### src/rtl/duck_sprite_arbiter_pkg.sv
// rtl/duck_sprite_arbiter_pkg.sv - shared sprite geometry, address width and animation state type
// Package duck_pkg: no ports. Sprite frames are SPRITE_W x SPRITE_H words, stored back to back in the ROM.
package duck_pkg;
    localparam int SPRITE_W    = 68;
    localparam int SPRITE_H    = 64;
    localparam int FRAME_WORDS = 4352;
    localparam int N_FRAMES    = 4;
    localparam int ADDR_W      = 15;

    typedef enum logic {
        ANIM_RUN  = 1'b0,
        ANIM_HOLD = 1'b1
    } anim_state_e;
endpackage

### src/rtl/duck_sprite_arbiter_if.sv
// rtl/duck_sprite_arbiter_if.sv - sprite ROM port and pixel result bus of the duck sprite arbiter
// Signals: rom_address (to ROM), rom_q (palette index from ROM, read on the falling clock edge),
//          pix_valid / pix_index / pix_owner (pixel result).
// Modports: master = arbiter side, slave = ROM / pixel consumer side.
interface duck_sprite_arbiter_if;
    import duck_pkg::*;

    logic [ADDR_W-1:0] rom_address;
    logic [3:0]        rom_q;
    logic              pix_valid;
    logic [3:0]        pix_index;
    logic [1:0]        pix_owner;

    modport master (output rom_address, pix_valid, pix_index, pix_owner, input rom_q);
    modport slave  (input rom_address, pix_valid, pix_index, pix_owner, output rom_q);
endinterface

### src/rtl/duck_sprite_arbiter_hit_detect.sv
// rtl/duck_sprite_arbiter_hit_detect.sv - bounds check of one duck against the current pixel
// Ports: active_i (duck enable), draw_x_i/draw_y_i (pixel), duck_x_i/duck_y_i (duck top-left),
//        hit_o (pixel inside the duck), off_x_o/off_y_o (pixel offset inside the sprite, valid when hit_o).
module duck_hit_detect
    import duck_pkg::*;
(
    input  logic       active_i,
    input  logic [9:0] draw_x_i,
    input  logic [9:0] draw_y_i,
    input  logic [9:0] duck_x_i,
    input  logic [9:0] duck_y_i,
    output logic       hit_o,
    output logic [6:0] off_x_o,
    output logic [5:0] off_y_o
);
    logic [10:0] px, py, lx, ly;

    // One extra bit so duck_x + SPRITE_W past column 1023 cannot wrap back onto low columns.
    assign px = {1'b0, draw_x_i};
    assign py = {1'b0, draw_y_i};
    assign lx = {1'b0, duck_x_i};
    assign ly = {1'b0, duck_y_i};

    assign hit_o = active_i
                && (px >= lx) && (px < lx + 11'(SPRITE_W))
                && (py >= ly) && (py < ly + 11'(SPRITE_H));

    assign off_x_o = 7'(draw_x_i - duck_x_i);
    assign off_y_o = 6'(draw_y_i - duck_y_i);
endmodule

### src/rtl/duck_sprite_arbiter.sv
// rtl/duck_sprite_arbiter.sv - fixed-priority duck sprite arbiter with 2-stage ROM pipeline and animation FSM
// Ports: vga_clk, reset_n (sync, active low), DrawX/DrawY/blank (pixel), frame_start/anim_pause (animation),
//        duck_active/duck_x/duck_y/duck_dir (per duck), anim_frame (current frame), bus (ROM + pixel result).
// Optional feature: DUCK_MIRROR_EN enables horizontal mirroring for ducks with duck_dir set.
module duck_sprite_arbiter
    import duck_pkg::*;
#(
    parameter int N_DUCKS  = 4,
    parameter int ANIM_DIV = 8
) (
    input  logic                     vga_clk,
    input  logic                     reset_n,
    input  logic [9:0]               DrawX,
    input  logic [9:0]               DrawY,
    input  logic                     blank,
    input  logic                     frame_start,
    input  logic                     anim_pause,
    input  logic [N_DUCKS-1:0]       duck_active,
    input  logic [N_DUCKS-1:0][9:0]  duck_x,
    input  logic [N_DUCKS-1:0][9:0]  duck_y,
    input  logic [N_DUCKS-1:0]       duck_dir,
    output logic [1:0]               anim_frame,
    duck_sprite_arbiter_if.master    bus
);
    logic [N_DUCKS-1:0] hit;
    logic [6:0]         off_x [N_DUCKS];
    logic [5:0]         off_y [N_DUCKS];

    for (genvar g = 0; g < N_DUCKS; g++) begin : g_hit
        duck_hit_detect u_hit (
            .active_i (duck_active[g]),
            .draw_x_i (DrawX),
            .draw_y_i (DrawY),
            .duck_x_i (duck_x[g]),
            .duck_y_i (duck_y[g]),
            .hit_o    (hit[g]),
            .off_x_o  (off_x[g]),
            .off_y_o  (off_y[g])
        );
    end

    // Animation state
    anim_state_e state_q, state_d;
    logic [7:0]  div_cnt_q, div_cnt_d;
    logic [1:0]  anim_frame_q, anim_frame_d;

    // Pipeline state
    logic [ADDR_W-1:0] addr_q, addr_d;
    logic              hit_q, blank_q;
    logic [1:0]        owner_q;
    logic              pix_valid_q, pix_valid_d;
    logic [3:0]        pix_index_q;
    logic [1:0]        pix_owner_q;

    logic       win_hit;
    logic [1:0] win_owner;
    logic [6:0] win_x, win_col;
    logic [5:0] win_y;

`ifdef DUCK_MIRROR_EN
    logic win_dir;
`else
    logic unused_dir;
    assign unused_dir = ^duck_dir;
`endif

    // Walk from the highest index down so the lowest hitting duck is the last, winning assignment.
    always_comb begin
        win_hit   = 1'b0;
        win_owner = '0;
        win_x     = '0;
        win_y     = '0;
`ifdef DUCK_MIRROR_EN
        win_dir   = 1'b0;
`endif
        for (int i = N_DUCKS - 1; i >= 0; i--) begin
            if (hit[i]) begin
                win_hit   = 1'b1;
                win_owner = 2'(i);
                win_x     = off_x[i];
                win_y     = off_y[i];
`ifdef DUCK_MIRROR_EN
                win_dir   = duck_dir[i];
`endif
            end
        end
    end

`ifdef DUCK_MIRROR_EN
    assign win_col = win_dir ? (7'(SPRITE_W - 1) - win_x) : win_x;
`else
    assign win_col = win_x;
`endif

    assign addr_d = win_hit ? (ADDR_W'(anim_frame_q) * ADDR_W'(FRAME_WORDS)
                             + ADDR_W'(win_y) * ADDR_W'(SPRITE_W)
                             + ADDR_W'(win_col))
                            : '0;

    // rom_q already reflects addr_q: the ROM answered on the falling edge in between.
    assign pix_valid_d = hit_q && blank_q && (bus.rom_q != 4'd0);

    always_comb begin
        state_d      = state_q;
        div_cnt_d    = div_cnt_q;
        anim_frame_d = anim_frame_q;
        if (frame_start) begin
            unique case (state_q)
                ANIM_RUN: begin
                    // Entering HOLD consumes this frame_start without counting it.
                    if (anim_pause) begin
                        state_d = ANIM_HOLD;
                    end else if (div_cnt_q == 8'(ANIM_DIV - 1)) begin
                        div_cnt_d    = '0;
                        anim_frame_d = anim_frame_q + 2'd1;
                    end else begin
                        div_cnt_d = div_cnt_q + 8'd1;
                    end
                end
                ANIM_HOLD: begin
                    if (!anim_pause) state_d = ANIM_RUN;
                end
                default: state_d = ANIM_RUN;
            endcase
        end
    end

    always_ff @(posedge vga_clk) begin
        if (!reset_n) begin
            state_q      <= ANIM_RUN;
            div_cnt_q    <= '0;
            anim_frame_q <= '0;
            addr_q       <= '0;
            hit_q        <= 1'b0;
            blank_q      <= 1'b0;
            owner_q      <= '0;
            pix_valid_q  <= 1'b0;
            pix_index_q  <= '0;
            pix_owner_q  <= '0;
        end else begin
            state_q      <= state_d;
            div_cnt_q    <= div_cnt_d;
            anim_frame_q <= anim_frame_d;
            addr_q       <= addr_d;
            hit_q        <= win_hit;
            blank_q      <= blank;
            owner_q      <= win_owner;
            pix_valid_q  <= pix_valid_d;
            pix_index_q  <= pix_valid_d ? bus.rom_q : 4'd0;
            pix_owner_q  <= owner_q;
        end
    end

    assign bus.rom_address = addr_q;
    assign bus.pix_valid   = pix_valid_q;
    assign bus.pix_index   = pix_index_q;
    assign bus.pix_owner   = pix_owner_q;
    assign anim_frame      = anim_frame_q;
endmodule

### src/flat_wrapper.sv
// flat-port wrapper written by rule: the top's interface ports become plain ports
module duck_sprite_arbiter_flat import duck_pkg::*;
#(
    parameter int N_DUCKS  = 4,
    parameter int ANIM_DIV = 8
)
  (vga_clk, reset_n, DrawX, DrawY, blank, frame_start, anim_pause, duck_active, duck_x, duck_y, duck_dir, anim_frame, bus_rom_address, bus_pix_valid, bus_pix_index, bus_pix_owner, bus_rom_q);
  duck_sprite_arbiter_if bus_i ();
  input  logic vga_clk;
  input  logic reset_n;
  input  logic [9:0] DrawX;
  input  logic [9:0] DrawY;
  input  logic blank;
  input  logic frame_start;
  input  logic anim_pause;
  input  logic [N_DUCKS-1:0] duck_active;
  input  logic [N_DUCKS-1:0][9:0] duck_x;
  input  logic [N_DUCKS-1:0][9:0] duck_y;
  input  logic [N_DUCKS-1:0] duck_dir;
  output logic [1:0] anim_frame;
  output wire logic [$bits(bus_i.rom_address)-1:0] bus_rom_address;
  output wire logic [$bits(bus_i.pix_valid)-1:0] bus_pix_valid;
  output wire logic [$bits(bus_i.pix_index)-1:0] bus_pix_index;
  output wire logic [$bits(bus_i.pix_owner)-1:0] bus_pix_owner;
  input wire logic [$bits(bus_i.rom_q)-1:0] bus_rom_q;
  assign bus_rom_address = bus_i.rom_address;
  assign bus_pix_valid = bus_i.pix_valid;
  assign bus_pix_index = bus_i.pix_index;
  assign bus_pix_owner = bus_i.pix_owner;
  assign bus_i.rom_q = bus_rom_q;
  duck_sprite_arbiter #(.N_DUCKS(N_DUCKS), .ANIM_DIV(ANIM_DIV)) u_core (.vga_clk(vga_clk), .reset_n(reset_n), .DrawX(DrawX), .DrawY(DrawY), .blank(blank), .frame_start(frame_start), .anim_pause(anim_pause), .duck_active(duck_active), .duck_x(duck_x), .duck_y(duck_y), .duck_dir(duck_dir), .anim_frame(anim_frame), .bus(bus_i));
endmodule
### config.mk
export PLATFORM = sky130hd
export DESIGN_NAME = duck_sprite_arbiter_flat
export DESIGN_NICKNAME = d
export VERILOG_FILES = /design/src/rtl/duck_sprite_arbiter_pkg.sv /design/src/rtl/duck_sprite_arbiter_if.sv /design/src/rtl/duck_sprite_arbiter_hit_detect.sv /design/src/rtl/duck_sprite_arbiter.sv /design/src/flat_wrapper.sv
export SDC_FILE = /design/constraint.sdc
export NUM_CORES = 1
export LEC_CHECK = 0
export BUFFER_PORTS_ARGS = -buffer_cell sky130_fd_sc_hd__buf_2
export CORE_MARGIN = 2
export CORE_UTILIZATION = 35
export DETAILED_ROUTE_END_ITERATION = 10
export SLEW_MARGIN = 20
export SYNTH_ARGS = -nofsm -noshare
export SYNTH_HDL_FRONTEND = slang
export SYNTH_HIERARCHICAL = 1
export SYNTH_SLANG_ARGS = --single-unit
### constraint.sdc
create_clock -name vga_clk -period 22 [get_ports vga_clk]
set_input_delay 5.5 -clock vga_clk [delete_from_list [all_inputs] [get_ports vga_clk]]
set_output_delay 5.5 -clock vga_clk [all_outputs]
set_load 0.03 [all_outputs]
* Word level (Yosys, flattened, before mapping) *
Index checks and enable logic that the tools add are counted.

operators by class
  $add $sub $neg = 20
  multiply operators = 2
  magnitude comparators = 16
  equal/unequal tests = 1
  multiplexer cells = 17
  bitwise logic cells = 3
  reductions and logical operators = 25

operators with widths
  operator                                                              number
  10-bit by 7-bit adder with 11-bit output (second input constant)      8
  10-bit by 11-bit less-than comparator with 1-bit output               8
  10-bit >= comparator                                                  8
  7-bit 2-to-1 mux                                                      4
  7-bit subtractor                                                      4
  6-bit 2-to-1 mux                                                      4
  6-bit subtractor                                                      4
  1-bit logical AND                                                     18
  15-bit by 13-bit adder with 15-bit output                             1
  15-bit by 7-bit adder with 15-bit output                              1
  6-bit by 5-bit multiplier with 11-bit output (second input constant)  1
  8-bit by 1-bit adder with 8-bit output (second input constant)        1
  8-bit by 3-bit == test with 1-bit output (second input constant)      1
  8-bit 2-to-1 mux                                                      1
  2-bit by 5-bit multiplier with 7-bit output (second input constant)   1
  1-bit 2-to-1 mux                                                      6
  2-bit 2-to-1 mux                                                      2
  2-bit AND reduction                                                   2
  4-bit AND reduction                                                   1
  4-bit nonzero test                                                    1
  1-bit NOT                                                             3
  3-bit AND reduction                                                   1
  3-bit OR reduction                                                    1
  2-bit by 1-bit adder with 2-bit output (second input constant)        1
  2-bit OR reduction                                                    1

word-level totals
  register bits = 37
  input bits = 117
  output and inout bits = 24
  logic and storage cells = 95

* Longest topological paths before layout *
  word-level depth = 12
  depth in mapped cells = 30
  depth with buffers taken out = 29

* Cells and area by module *
The synthesis kept the hierarchy.

modules (own cells, without submodules)
  module                                       instances  cells an instance  area an instance (µm²)  seq. area each (µm²)
  duck_hit_detect (u_core.g_hit[1].u_hit ...)  2          154                1164.9                  0.0
  duck_sprite_arbiter                          1          264                2228.4                  740.7
  duck_hit_detect (u_core.g_hit[0].u_hit)      1          168                1228.7                  0.0
  duck_hit_detect (u_core.g_hit[3].u_hit)      1          157                1176.1                  0.0

* Least setup slack after synthesis *
OpenSTA, ideal clock, no wires.

  path type = input to register
  start point = input duck_x[32] (netlist bit)
  end point = register u_core.addr_q[11] (netlist: u_core/bus.rom_address[11])
  data arrival time = 10.704 ns
  required time = 21.882 ns
  slack = 11.178 ns
  cell stages on the path = 29
  cells stage by stage = ha_1 and3_1 nor2_1 nor2_1 xnor2_1 ha_1 a21o_1 a211o_1 o311a_1 nor4_2 nor2b_1 clkbuf_1 a22oi_1 nor2_1 a21oi_1 nor2_1 a21o_1 ha_1 ha_1 inv_1 fa_1 inv_1 ha_1 o211ai_1 nand2b_1 a31oi_1 o2111ai_1 and3b_1 mux2i_1

between the ends
  longest elaborated chain between the ends = 12
  elaborated cells on any way between the ends = 24
  those cells by class = add/sub: 4; mul: 1; order compare: 2; mux: 12; reduce/logical: 5

RTL lines
  element                                                                                              RTL line                              text
  start, declared                                                                                      flat_wrapper.sv:17                    input logic [N_DUCKS-1:0][9:0] duck_x;
  10-bit by 7-bit adder with 11-bit output / 10-bit >= comparator (equally long branches)              duck_sprite_arbiter_hit_detect.sv:25  && (px >= lx) && (px < lx + 11'(SPRITE_W))
  10-bit by 11-bit less-than comparator with 1-bit output / 1-bit logical AND (equally long branches)  duck_sprite_arbiter_hit_detect.sv:25
  1-bit logical AND (*)                                                                                duck_sprite_arbiter_hit_detect.sv:25
  1-bit logical AND (*) (2 in a row)                                                                   duck_sprite_arbiter_hit_detect.sv:26  && (py >= ly) && (py < ly + 11'(SPRITE_H));
  named net u_core.hit[3]                                                                              duck_sprite_arbiter.sv:25             logic [N_DUCKS-1:0] hit;
  6-bit 2-to-1 mux (4 in a row)                                                                        duck_sprite_arbiter.sv:77             if (hit[i]) begin
  6-bit by 5-bit multiplier with 11-bit output                                                         duck_sprite_arbiter.sv:96             + ADDR_W'(win_y) * ADDR_W'(SPRITE_W)
  15-bit by 13-bit adder with 15-bit output                                                            duck_sprite_arbiter.sv:96
  15-bit by 7-bit adder with 15-bit output                                                             duck_sprite_arbiter.sv:97             + ADDR_W'(win_col))
  end signal, assigned                                                                                 duck_sprite_arbiter.sv:144            addr_q <= addr_d;
  end, declared                                                                                        duck_sprite_arbiter.sv:48             logic [ADDR_W-1:0] addr_q, addr_d;

Mark *: on every way through the listed nets, which the timed path passes. The rest lies on a longest branch.
A chain may end at the register's enable or synchronous reset.

* Final worst setup path *
Ends and elaborated chain as after synthesis.

==> run summary <==
EDFF count, synth: 0
Fin Hold WS: 430 ps
Avg Inst Size Synth: 7.76 µm²
cell with the largest stage delay on the worst path: nor2b_1
CP Capture Type: flop
FF+latch count, synth: 37
Synth top area share: 0.268
PwrDens: 37.5 mW/mm²
Setup TNS: 0 ps
Worst EP arrival: 12,220 ps
vias post-DR: 6,531
Area Overhead vs Synth: 16.6%
die height: 145 µm
type of origin of the critical path: primary input
clk buf depth: 2
family with the most delay on the worst path: simple AND/OR/NAND/NOR gates
Slew @ Worst Pin: 1020 ps
post-CTS setup buffer count: 0
clock skew: 3.24 ps
most common cell in the synthesized netlist: ha_1
largest area contributor in the netlist: ha_1
minimum clock period: 12,050 ps
P_leak: 4.13 nW
vias per inst: 5.02
top post-synthesis cells by area: ha_1, dfxtp_1, xnor2_1
root buf cell: clkbuf_16
HPWL after DPL: 15,700 µm
DRT iter0 DRCs: 276
final setup violating endpoints: 0
CP required: 22,160 ps
max cap viols: 0
Core Area: 0.0195 mm²
number of fill cells: 2,042
DRC: 0
fin. max-slew vios: 0
final period utilization: 0.548
vias in the first global route: 6,395
RD Place Congestion: 0.855
final wirelength: 18,500 µm
Rel. slew slack: 0.317
reg2reg setup slack: 20,010 ps
RSZ-0062 raised after global routing: no
pin count of the biggest net entering global routing: 23
Synth Flop Type: dfxtp_1
I/O pin cnt: 141
status: complete, no violations
row cnt: 51
Yosys Warn Count: 6
Synthesized Nets: 1,173
CP max stage delay: 890 ps
CTS tree: done
drt wl/cell: 14.2 µm
total CTS buffers: 5
fmax: 0.0830 GHz
effective utilization at floorplan: 0.358
post-CTS resize count: 0
Clock Latency Late Sink: 280 ps
initial antenna violation count: 2
Synth async-reset ratio: 0
Post-Syn Area: 0.00696 mm²
PortBufs: 136
first-pass GRT wire length: 31,100 µm
Hold Fails Final Rpt: 0
Post-CTS Hold Buffers: 0
worst vdd ir: 0.0000331 V
CTS clk-pin slew, worst paths: 50 ps
Die Wd: 145 µm
post-synthesis sequential area ratio: 0.106
total die area: 0.0210 mm²
worst setup path class: in -> reg
Overflow after GRT: 0
final net count: 1,307
HP Class: reg -> reg
Crit Path Max Fanout: 12
most frequent CP cell: ha_1
met2 WL post-DR: 8620 µm
Overall Global Routing Usage: 0.177
Netlist cell types: 76
met3 WL: 640 µm
met1 wire length: 8940 µm
Highest Signal Layer: met4
clk sinks: 37
drt pass-1 iters: 5
Post-synth top cells: ha_1, inv_1, nor2_1
synthesized instance count: 897
ANT nets after route: 0
crit path buf inv count: 3
H-tree levels: 2
share of cells above drive strength 1: 0.164
worst reg2reg max path, stage by stage (launching register included):
cell	delay, ps
dfxtp_1	450
ha_1	330
o211ai_1	110
nand2b_1	100
a31oi_1	420
o2111ai_1	160
and3b_1	210
mux2i_1	110
worst paths after layout:
kind / start / end / cells after the start
hold / removal: u_core/owner_q[0] / u_core/bus.pix_owner[0] / 1
setup / recovery: duck_x[32] / u_core/bus.rom_address[11] / 28
hold reg to reg: u_core/owner_q[0] / u_core/bus.pix_owner[0] / 1
setup reg to reg: u_core/anim_frame[0] / u_core/bus.rom_address[11] / 7
power by group:
group          leakage, nW  switching (mW)  internal (mW)
clock network       0.0811          0.0260         0.0536
logic                 3.75          0.0874         0.0689
registers            0.299        0.000483         0.0683
cell usage in the layout, fill, tap and decap left out, types with 3 or more instances in the layout:
master     netlist  layout
a21oi_1         54      54
o21a_1          26      26
dfxtp_1         37      37
mux2i_1          3       3
o211ai_1         9       9
o21ai_0         45      45
buf_4            0       3
clkbuf_16        0       5
nor2b_1         23      23
a31oi_1          5       5
a21o_1          17      17
a22oi_1          8       8
a211oi_1         8       8
fa_1            10      10
nor3_1          29      29
and2_1          13      13
nor2_1          67      67
nand4_1         17      17
o311ai_0         3       3
o2bb2ai_1        3       3
o2111ai_1        4       4
nand2_1         22      22
o22ai_1          5       5
nor2b_4          4       4
xnor2_1         61      61
buf_2            4     136
xor2_1           6       6
ha_1           149     149
o21bai_1         4       4
nand2b_1         7       7
o31a_1           5       5
inv_1          136     136
nand3_1         26      26
and3_1          11      11
or4_1            6       6
diode_2          0       3
cells by family after synthesis:
logic type | synth area share
adder cells (fa/ha/maj) | 0.296
XOR/XNOR | 0.0843
flip-flops | 0.106
AO/OA/AOI/OAI | 0.236
buffers and inverters | 0.0816
AND/OR/NAND/NOR | 0.190
multiplexers | 0.00593
final cells by class:
class	count	area, µm²	share of cell area
clock inverters	2	38.8	0.00478
flip-flops and latches	37	741	0.0912
diodes	3	7.51	0.000924
repair buffers	139	703	0.0866
clock buffers	6	129	0.0159
well taps	265	332	0.0408
inverters	136	510	0.0629
multi-input cells	712	5660	0.697
through the flow:
step                instances  total power [mW]   util  cell area (µm²)  setup slack, ps
floorplan                 897             0.180      -             6960            11180
global placement         1289             0.224  0.408             7950             9870
CTS                      1297             0.307  0.417             8110            10000
detailed placement       1289             0.225  0.408             7950             9730
global route             1299             0.332  0.417             8120             9420
finish                   1300             0.305  0.417             8120             9950
metal layers:
layer	vias up	track usage
met2	115	0.307
li1	3482	-
met5	-	0
met1	2917	0.240
met3	17	0.0138
met4	0	0.0386
state kept, by name, summed over array words and instances (netlist names):
register / cells
u_core/blank_q: 1
u_core/anim_frame: 2
u_core/bus.rom_address: 15
u_core/hit_q: 1
u_core/bus.pix_owner: 2
u_core/div_cnt_q: 8
u_core/owner_q: 2
u_core/bus.pix_index: 4
u_core/bus.pix_valid: 1
u_core/state_q: 1
(Power assumes the default switching activity.)
